--- src/rtl/xbar_pkg.sv ---
// Shared crossbar definitions: clog2 helper, valid-bit position and
// slice-index helpers for the grant matrix, out_bus and occupancy buses.
package xbar_pkg;

    function automatic int clog2(input int n);
        int r;
        r = 0;
        for (int k = 0; k < 31; k++) begin
            if ((1 << r) < n) begin
                r = r + 1;
            end
        end
        return r;
    endfunction

    // The valid flag sits directly above the payload in each out_bus slice.
    function automatic int valid_pos(input int width);
        return width;
    endfunction

    // grant[o*PORTS+i]: output o grants input i.
    function automatic int grant_bit(input int o, input int i,
                                     input int ports);
        return o * ports + i;
    endfunction

    function automatic int bus_lo(input int o, input int width);
        return o * (width + 1);
    endfunction

    function automatic int occ_lo(input int o, input int depth);
        return o * (clog2(depth) + 1);
    endfunction

endpackage

--- src/rtl/voq_fifo.sv ---
// One virtual output queue: synchronous FIFO with head, empty, full, count.
// Ports: clk, rst (async active-low), push/din, pop, head, empty, full, count.
module voq_fifo
    import xbar_pkg::*;
#(
    parameter int WIDTH = 8,
    parameter int DEPTH = 4
) (
    input  logic                      clk,
    input  logic                      rst,
    input  logic                      push,
    input  logic                      pop,
    input  logic [WIDTH-1:0]          din,
    output logic [WIDTH-1:0]          head,
    output logic                      empty,
    output logic                      full,
    output logic [clog2(DEPTH):0]     count
);

    localparam int AW = clog2(DEPTH);
    localparam int CW = AW + 1;

    logic [WIDTH-1:0] mem [DEPTH];
    logic [AW-1:0]    rd_ptr;
    logic [AW-1:0]    wr_ptr;
    logic [CW-1:0]    cnt;
    logic             do_push;
    logic             do_pop;

    assign empty   = (cnt == '0);
    assign full    = (cnt == CW'(DEPTH));
    assign do_push = push & ~full;
    assign do_pop  = pop & ~empty;
    assign head    = mem[rd_ptr];
    assign count   = cnt;

    // Pointers wrap naturally because DEPTH is a power of two.
    always_ff @(posedge clk or negedge rst) begin
        if (!rst) begin
            rd_ptr <= '0;
            wr_ptr <= '0;
            cnt    <= '0;
        end else begin
            if (do_push) begin
                wr_ptr <= wr_ptr + 1'b1;
            end
            if (do_pop) begin
                rd_ptr <= rd_ptr + 1'b1;
            end
            cnt <= cnt + CW'(do_push) - CW'(do_pop);
        end
    end

    // Storage needs no reset: an entry is only visible once counted.
    always_ff @(posedge clk) begin
        if (do_push) begin
            mem[wr_ptr] <= din;
        end
    end

endmodule

--- src/rtl/voq_input_queue.sv ---
// Crossbar input buffer: steers ingress words into per-output VOQs.
// Ports: ingress valid/ready/data/dest, grant matrix, req, out_bus, occupancy.
module voq_input_queue
    import xbar_pkg::*;
#(
    parameter int WIDTH = 8,
    parameter int DEPTH = 4,
    parameter int PORTS = 4
) (
    input  logic                                 clk,
    input  logic                                 rst,
    input  logic [clog2(PORTS)-1:0]              id,
    input  logic                                 in_valid,
    input  logic [WIDTH-1:0]                     in_data,
    input  logic [clog2(PORTS)-1:0]              in_dest,
    output logic                                 in_ready,
    input  logic [PORTS*PORTS-1:0]               grant,
    output logic [PORTS-1:0]                     req,
    output logic [PORTS*(WIDTH+1)-1:0]           out_bus,
    output logic [PORTS*(clog2(DEPTH)+1)-1:0]    occupancy
);

    localparam int PW = clog2(PORTS);
    localparam int CW = clog2(DEPTH) + 1;

    logic [PORTS-1:0] full;
    logic [PORTS-1:0] empty;
    logic [PORTS-1:0] g;
    logic [PORTS-1:0] push;
    logic [PORTS-1:0] sel;
    logic [WIDTH-1:0] head [PORTS];
    logic [CW-1:0]    cnt  [PORTS];
    logic             take;

    // Ready looks only at the addressed queue; a pending pop does not
    // free a slot for a push in the same cycle.
    assign in_ready = ~full[in_dest];
    assign take     = in_valid & in_ready;
    assign req      = ~empty;

    for (genvar o = 0; o < PORTS; o++) begin : g_voq
        logic [PORTS-1:0] gcol;

        assign gcol    = grant[grant_bit(o, 0, PORTS) +: PORTS];
        assign g[o]    = gcol[id];
        assign push[o] = take & (in_dest == PW'(o));
        assign sel[o]  = g[o] & ~empty[o];

        voq_fifo #(
            .WIDTH (WIDTH),
            .DEPTH (DEPTH)
        ) u_fifo (
            .clk   (clk),
            .rst   (rst),
            .push  (push[o]),
            .pop   (sel[o]),
            .din   (in_data),
            .head  (head[o]),
            .empty (empty[o]),
            .full  (full[o]),
            .count (cnt[o])
        );

        // Data is forced to zero when not selected so stale heads never
        // leak onto the shared output mux.
        assign out_bus[bus_lo(o, WIDTH) + valid_pos(WIDTH)] = sel[o];
        assign out_bus[bus_lo(o, WIDTH) +: WIDTH] =
            sel[o] ? head[o] : '0;
        assign occupancy[occ_lo(o, DEPTH) +: CW] = cnt[o];
    end

endmodule

--- config.mk ---
export PLATFORM = sky130hd
export DESIGN_NAME = voq_input_queue
export DESIGN_NICKNAME = d
export VERILOG_FILES = /design/src/rtl/xbar_pkg.sv /design/src/rtl/voq_fifo.sv /design/src/rtl/voq_input_queue.sv
export SDC_FILE = /design/constraint.sdc
export NUM_CORES = 1
export LEC_CHECK = 0
export ABC_CLOCK_PERIOD_IN_PS = 3290
export CAP_MARGIN = 5
export CORE_ASPECT_RATIO = 1.75
export CORE_MARGIN = 2
export CORE_UTILIZATION = 34
export CTS_CLUSTER_DIAMETER = 150
export DETAILED_ROUTE_END_ITERATION = 6
export SYNTH_ARGS = -nofsm -noshare
export SYNTH_HDL_FRONTEND = slang
export SYNTH_SLANG_ARGS = --single-unit
--- constraint.sdc ---
create_clock -name clk -period 3.29 [get_ports clk]
set_clock_uncertainty 0.15 [all_clocks]
set_input_delay 0.987 -clock clk [delete_from_list [all_inputs] [get_ports clk]]
set_output_delay 0.987 -clock clk [all_outputs]
set_load 0.02 [all_outputs]
# ---- Word-level counts from Yosys, hierarchy flattened
# Memories as Yosys holds them, arrays and structs flattened.
# Cells that the tools add are included.
dict set report word_totals {
  reg_bits 28
  ramBits 128
  in_bits 31
  out_inout_bits 53
  word_cells 95
  memories 4
}
dict set report classes {
  add_sub_neg 16
  magnitude_cmp 2
  eq_ne 7
  n_mux 22
  bitwise_logic 27
  n_reduce_logical 5
}
# memory words width rd rd_clocked_by_memory_dff write_ports line
set memory_table {}
lappend memory_table {{g_voq[0].u_fifo.mem} 4 8 1 0 1 voq_fifo.sv:23} ;# logic [WIDTH-1:0] mem [DEPTH];
lappend memory_table {{g_voq[1].u_fifo.mem} 4 8 1 0 1 voq_fifo.sv:23}
lappend memory_table {{g_voq[2].u_fifo.mem} 4 8 1 0 1 voq_fifo.sv:23}
lappend memory_table {{g_voq[3].u_fifo.mem} 4 8 1 0 1 voq_fifo.sv:23}
# cell n
set op_table {}
lappend op_table {{$mux 8} 4}
lappend op_table {{$and 1x1->1} 17}
lappend op_table {{$add 2x1->2 const B} 8}
lappend op_table {{$mux 1} 13}
lappend op_table {{$add 3x1->3} 4}
lappend op_table {{$eq 3x3->1 const B} 4}
lappend op_table {{$logic_not 3->1} 4}
lappend op_table {{$sub 3x1->3} 4}
lappend op_table {{$bmux 1 s2} 5}
lappend op_table {{$not 1->1} 9}
lappend op_table {{$lt 2x3->1 const B} 2}
lappend op_table {{$eq 2x2->1 const B} 2}
lappend op_table {{$not 4->4} 1}
lappend op_table {{$eq 2x1->1 const B} 1}
lappend op_table {{$logic_not 2->1} 1}

# ---- Logic depth before layout (Yosys ltp)
dict set report depth {
  depth_word 9
  mapped_depth 11
  ltp_nobuf 10
}

# ---- Hierarchy
# A second synthesis with hierarchy kept.
dict set report hier_totals {
  cells_unflattened 473
  hier_area_um2 7493.4
}
# module instances cells_per_inst area_each_um2 seq_area_each_um2
set modules_own_cells {}
lappend modules_own_cells {{voq_fifo at g_voq[1].u_fifo ...} 3 83 1622.8 1136.1}
lappend modules_own_cells {{voq_fifo at g_voq[0].u_fifo} 1 84 1629.1 1136.1}
lappend modules_own_cells {voq_input_queue 1 140 996.0 0.0}

# ---- Worst setup path after synthesis
# Ideal clock, no wire load.
dict set report synth_path {
  path_kind {input port to flip-flop}
  start {input port id[0]}
  end {register g_voq[2].u_fifo.cnt[2]}
  setup_time_ns 0.132
  t_arrival_ns 2.819
  t_required_ns 3.008
  slack_ns 0.189
  cell_stages 9
  path_buffers 0
  path_cell_list {mux4_2 -> nand2_1 -> inv_1 -> ha_1 -> inv_1 -> ha_1 -> fa_1 -> xor2_1 -> xnor2_1}
}
dict set report synth_between {
  elab_chain_cells 5
}
# element line
set synth_lines {}
lappend synth_lines {{from (decl)} voq_input_queue.sv:12} ;# input logic [clog2(PORTS)-1:0] id,
lappend synth_lines {{$bmux 1 s2} voq_input_queue.sv:45} ;# assign g[o] = gcol[id];
lappend synth_lines {{$mux 1 (not written as such)} voq_input_queue.sv:45}
lappend synth_lines {{$and 1x1->1} voq_input_queue.sv:47} ;# assign sel[o] = g[o] & ~empty[o];
lappend synth_lines {{$and 1x1->1} voq_fifo.sv:33} ;# assign do_pop = pop & ~empty;
lappend synth_lines {{via g_voq[2].u_fifo.do_pop} voq_fifo.sv:28} ;# logic do_pop;
lappend synth_lines {{$sub 3x1->3} voq_fifo.sv:50} ;# cnt <= cnt + CW'(do_push) - CW'(do_pop);
lappend synth_lines {{to (signal assigned)} voq_fifo.sv:50}
lappend synth_lines {{to (decl)} voq_fifo.sv:26} ;# logic [CW-1:0] cnt;
# The timed path passes the listed nets, and every way through them passes these cells. The select of a mux whose other input is x is not followed.
# A chain may end at the register's enable or synchronous reset.

# ---- Final worst setup path
dict set report layout_path {
  start {input port grant[13]}
  end {output port out_bus[31]}
}
dict set report layout_between {
  elab_chain_cells 4
}
# element line
set layout_lines {}
lappend layout_lines {{from (decl)} voq_input_queue.sv:17} ;# input logic [PORTS*PORTS-1:0] grant,
lappend layout_lines {{$bmux 1 s2} voq_input_queue.sv:45}
lappend layout_lines {{$mux 1 (not written as such)} voq_input_queue.sv:45}
lappend layout_lines {{$and 1x1->1} voq_input_queue.sv:47}
lappend layout_lines {{$mux 8} voq_input_queue.sv:68} ;# sel[o] ? head[o] : '0;
lappend layout_lines {{to (decl)} voq_input_queue.sv:19} ;# output logic [PORTS*(WIDTH+1)-1:0] out_bus,
# No other way between the ends. The select of a mux whose other input is x is not followed.

==> results by group <==
Run
  • Max-cap violations: 0

Synth
  • Number of register bits inferred by synthesis: 156
  • Average size of a mapped cell: 18.2 sq um
  • Post-synth EDFFs: between 100 and 150
  • Sequential area share after synthesis: 0.683
  • Top FF cell, synth: sky130_fd_sc_hd__edfxtp_1
  • Post-synth top area cell: sky130_fd_sc_hd__edfxtp_1
  • Dominant cell by count in the synthesized netlist: sky130_fd_sc_hd__edfxtp_1
  • Mapped cell area: 0.00665 sq mm
  • Largest family of logic cells by synthesized area: multiplexers
  • Cell types with the largest area share after synthesis: sky130_fd_sc_hd__edfxtp_1, sky130_fd_sc_hd__mux4_2, sky130_fd_sc_hd__dfrtp_1
  • Net Count, Synth: about 420
  • Commonest cells in the netlist: sky130_fd_sc_hd__edfxtp_1, sky130_fd_sc_hd__mux4_2, sky130_fd_sc_hd__and3_1
  • Compound-cell area share of the yosys netlist: 0.00978
  • Synthesized-area fraction occupied by adder cells: 0.0572
  • Portion of netlist area occupied by mux cells: 0.133
  • Count of synthesis-stage warnings from yosys: 0
  • Post-synthesis share of cell area spent on xor and xnor gates: 0.0263
  • Fraction of synthesis flops using an asynchronous set or reset pin: 0.179
  • Number of distinct library cells after synthesis: 27
  • Top-area cell type share of the netlist area: 0.578
  • Cell count after synthesis: about 370
  • Synth Area in Simple Gates: 0.0624

CTS
  • Clock slew seen by the registers of the worst setup and hold paths: 0.06 ns
  • Cts hold-fix bufs: 0
  • Htree depth: 4
  • CTS tree: yes
  • Clock latency on the worst-skew pair: 0.42 ns
  • Root buf cell: sky130_fd_sc_hd__clkbuf_16
  • Sinks on Clock Net: 156
  • Clock tree buffer depth: 2
  • TritonCTS Buffers: 17

Cells and area
  • Post-layout net count: around 540
  • Final non-filler cell area: 0.00853 sq mm
  • Share of final-layout standard cells stronger than drive strength 1: 0.359
  • Area growth from synthesis to layout: 28.2%
  • Antenna cell count: 0
  • Utilization of the core after routing: 0.444

Hold path
  • Hold worst-path end: g_voq[2].u_fifo.count[2]$_DFF_PN0_
  • Type of the most critical hold path: flip-flop to flip-flop
  • Startpoint of the most critical hold path: g_voq[2].u_fifo.count[2]$_DFF_PN0_
  • Hold path cells: 1

Critical path
  • Setup slack of the most critical reg-to-reg path: 0.53 ns
  • Worst reg2reg path depth: 11
  • Worst reg2reg path endpoint: g_voq[0].u_fifo.count[2]$_DFF_PN0_
  • Worst R2R Start: g_voq[0].u_fifo.count[1]$_DFF_PN0_
  • Arr. time, crit path: 2.16 ns
  • Path type of the worst setup path: input pin to output pin
  • Worst-path fanout max: 5
  • Req. time, crit path: 2.15 ns
  • CP Launch Type: input pin
  • Endpoint class of the critical path: output pin

Drt
  • Residual DRC count: 0
  • Drt pass-1 iters: 6
  • Violation count after the first detailed-route iteration: 77
  • Final routed wire length divided by cell count: 20.7 microns
  • Ratio of routed vias to standard cells: 4.90
  • Antenna-violating nets left: 0
  • Vias after detailed routing: 3,579
  • Post-detailed-routing wire length: between 15,000 and 20,000 microns

Die
  • Height of the die: between 150 and 200 microns
  • Number of placement rows: 67
  • Die outline width: 110 microns
  • Core footprint: between 0.015 and 0.02 sq mm
  • Starting density of the core: 0.347
  • Die outline area: 0.0207 sq mm
  • Count of boundary I/O pins: 84

STA
  • Count of final setup violators: 4
  • RSZ-0062 raised after global routing: false
  • Share of the clock period used by the worst path after layout: 1.00
  • Max-slew violation count: 0
  • Setup TNS: -0.0206 ns
  • Final setup slack of the worst path: -0.00678 ns
  • Final hold violation count: 0
  • Achievable clock frequency: around 300 MHz
  • Transition time of the tightest slew-check pin: 0.707 ns
  • Tightest slew margin relative to the limit: 0.527
  • Post-layout minimum cycle time: 3.30 ns

Place
  • Post-placement cell area: 0.00787 sq mm
  • GPL Wtd Cong: 0.726
  • Post-DP HPWL: 9830 microns
  • Number of input and output port buffers inserted: a little over 80

Global routing
  • Global-route wire length before repair: ~23,000 microns
  • Total congestion overflow after global routing: 0
  • GRT Resource Usage Total: 0.157
  • Number of antenna violations at the first check in global routing: 0
  • Pin count of the biggest net entering global routing: 29
  • Vias in the first global route: 3,951

Power and ir drop
  • PD cells: 850 mW/mm^2
  • Maximum vdd ir drop: 0.452 mV
  • Cell leakage power: roughly 0.0032 uW

Outcome
  • Violated checks: setup timing
  • Run status: finished, violations left
[worst max-delay path, stage by stage]
cell                              delay [ns]
sky130_fd_sc_hd__clkdlybuf4s15_1        0.23
sky130_fd_sc_hd__mux4_2                 0.57
sky130_fd_sc_hd__and3_4                 0.22
sky130_fd_sc_hd__buf_4                  0.15
[placed cells by master, fill, tap and decap left out, types with 6 or more instances in the layout]
| master | n |
|---|---|
| sky130_fd_sc_hd__edfxtp_1 | 128 |
| sky130_fd_sc_hd__ha_1 | 24 |
| sky130_fd_sc_hd__mux4_2 | 41 |
| sky130_fd_sc_hd__xnor2_1 | 18 |
| sky130_fd_sc_hd__clkdlybuf4s50_1 | 27 |
| sky130_fd_sc_hd__and2_1 | 12 |
| sky130_fd_sc_hd__clkbuf_16 | 17 |
| sky130_fd_sc_hd__and3_1 | 17 |
| sky130_fd_sc_hd__buf_2 | 32 |
| sky130_fd_sc_hd__buf_6 | 12 |
| sky130_fd_sc_hd__dfrtp_1 | 28 |
| sky130_fd_sc_hd__nand2_1 | 7 |
| sky130_fd_sc_hd__buf_4 | 22 |
| sky130_fd_sc_hd__and3_4 | 15 |
| sky130_fd_sc_hd__clkdlybuf4s15_1 | 6 |
| sky130_fd_sc_hd__inv_1 | 28 |
[power breakdown]
group / internal [uW] / total [uW] / switching (uW)
clock: 1280 / 2030 / 745
sequential: 2430 / 2700 / 270
combinational: 1280 / 2530 / 1250
total: 4990 / 7250 / 2270
[flip-flops by register name (all words and copies together), names as in the netlist]
signal / count
g_voq.u_fifo.wr_ptr: 8
g_voq.u_fifo.mem: 128
g_voq.u_fifo.rd_ptr: 8
g_voq.u_fifo.count: 12
[metal layers]
metal	GRT usage	routed length [microns]
met3	0.0341	650
met5	0	0
met1	0.176	5620
met4	0.0497	182
met2	0.291	8710
[layout make-up]
class                   count  area [sq um]
inverters                  29           109
clock inverters            12           171
multi-input cells         168          2100
well taps                 241           302
repair buffers            105           858
fillers                  1675         10700
clock buffers              20           447
flip-flops and latches    156          4540
[worst max-delay path by stage]
stage / cells past startpoint / startpoint / slack, ns / to
floorplan: 9 / id[0] / 0.19 / g_voq[2].u_fifo.count[2]$_DFF_PN0_
global placement: 5 / id[0] / -0.91 / out_bus[25]
detailed placement: 5 / id[0] / -0.91 / out_bus[25]
CTS: 4 / grant[2] / 0.0002 / out_bus[6]
global route: 4 / grant[14] / 0.0003 / out_bus[33]
finish: 4 / grant[13] / -0.007 / out_bus[31]
[repair_timing]
item	in CTS	in global routing
setup endpoints to repair	44	22
pin swaps	8	3
gates resized for setup	245	11
buffers inserted	2	0
gates cloned	4	0
[cell families after synthesis]
family / count (synthesis)
compound gates: 4
xor+xnor: 20
fa+ha+maj: 28
buf+inv: 45
flops: 156
mux: 41
simple gates: 71
[stage by stage]
stage                     cells  hold slack, ns  setup slack [ns]  power [uW]
after floorplan             365           0.384             0.189        4280
after global placement      694           0.394            -0.909        5240
after detailed placement    694           0.411            -0.911        5320
after CTS                   731           0.425          0.000197        7340
after global routing        731           0.448          0.000297        7650
final                       731           0.421          -0.00678        7250
(Power assumes the default switching activity.)
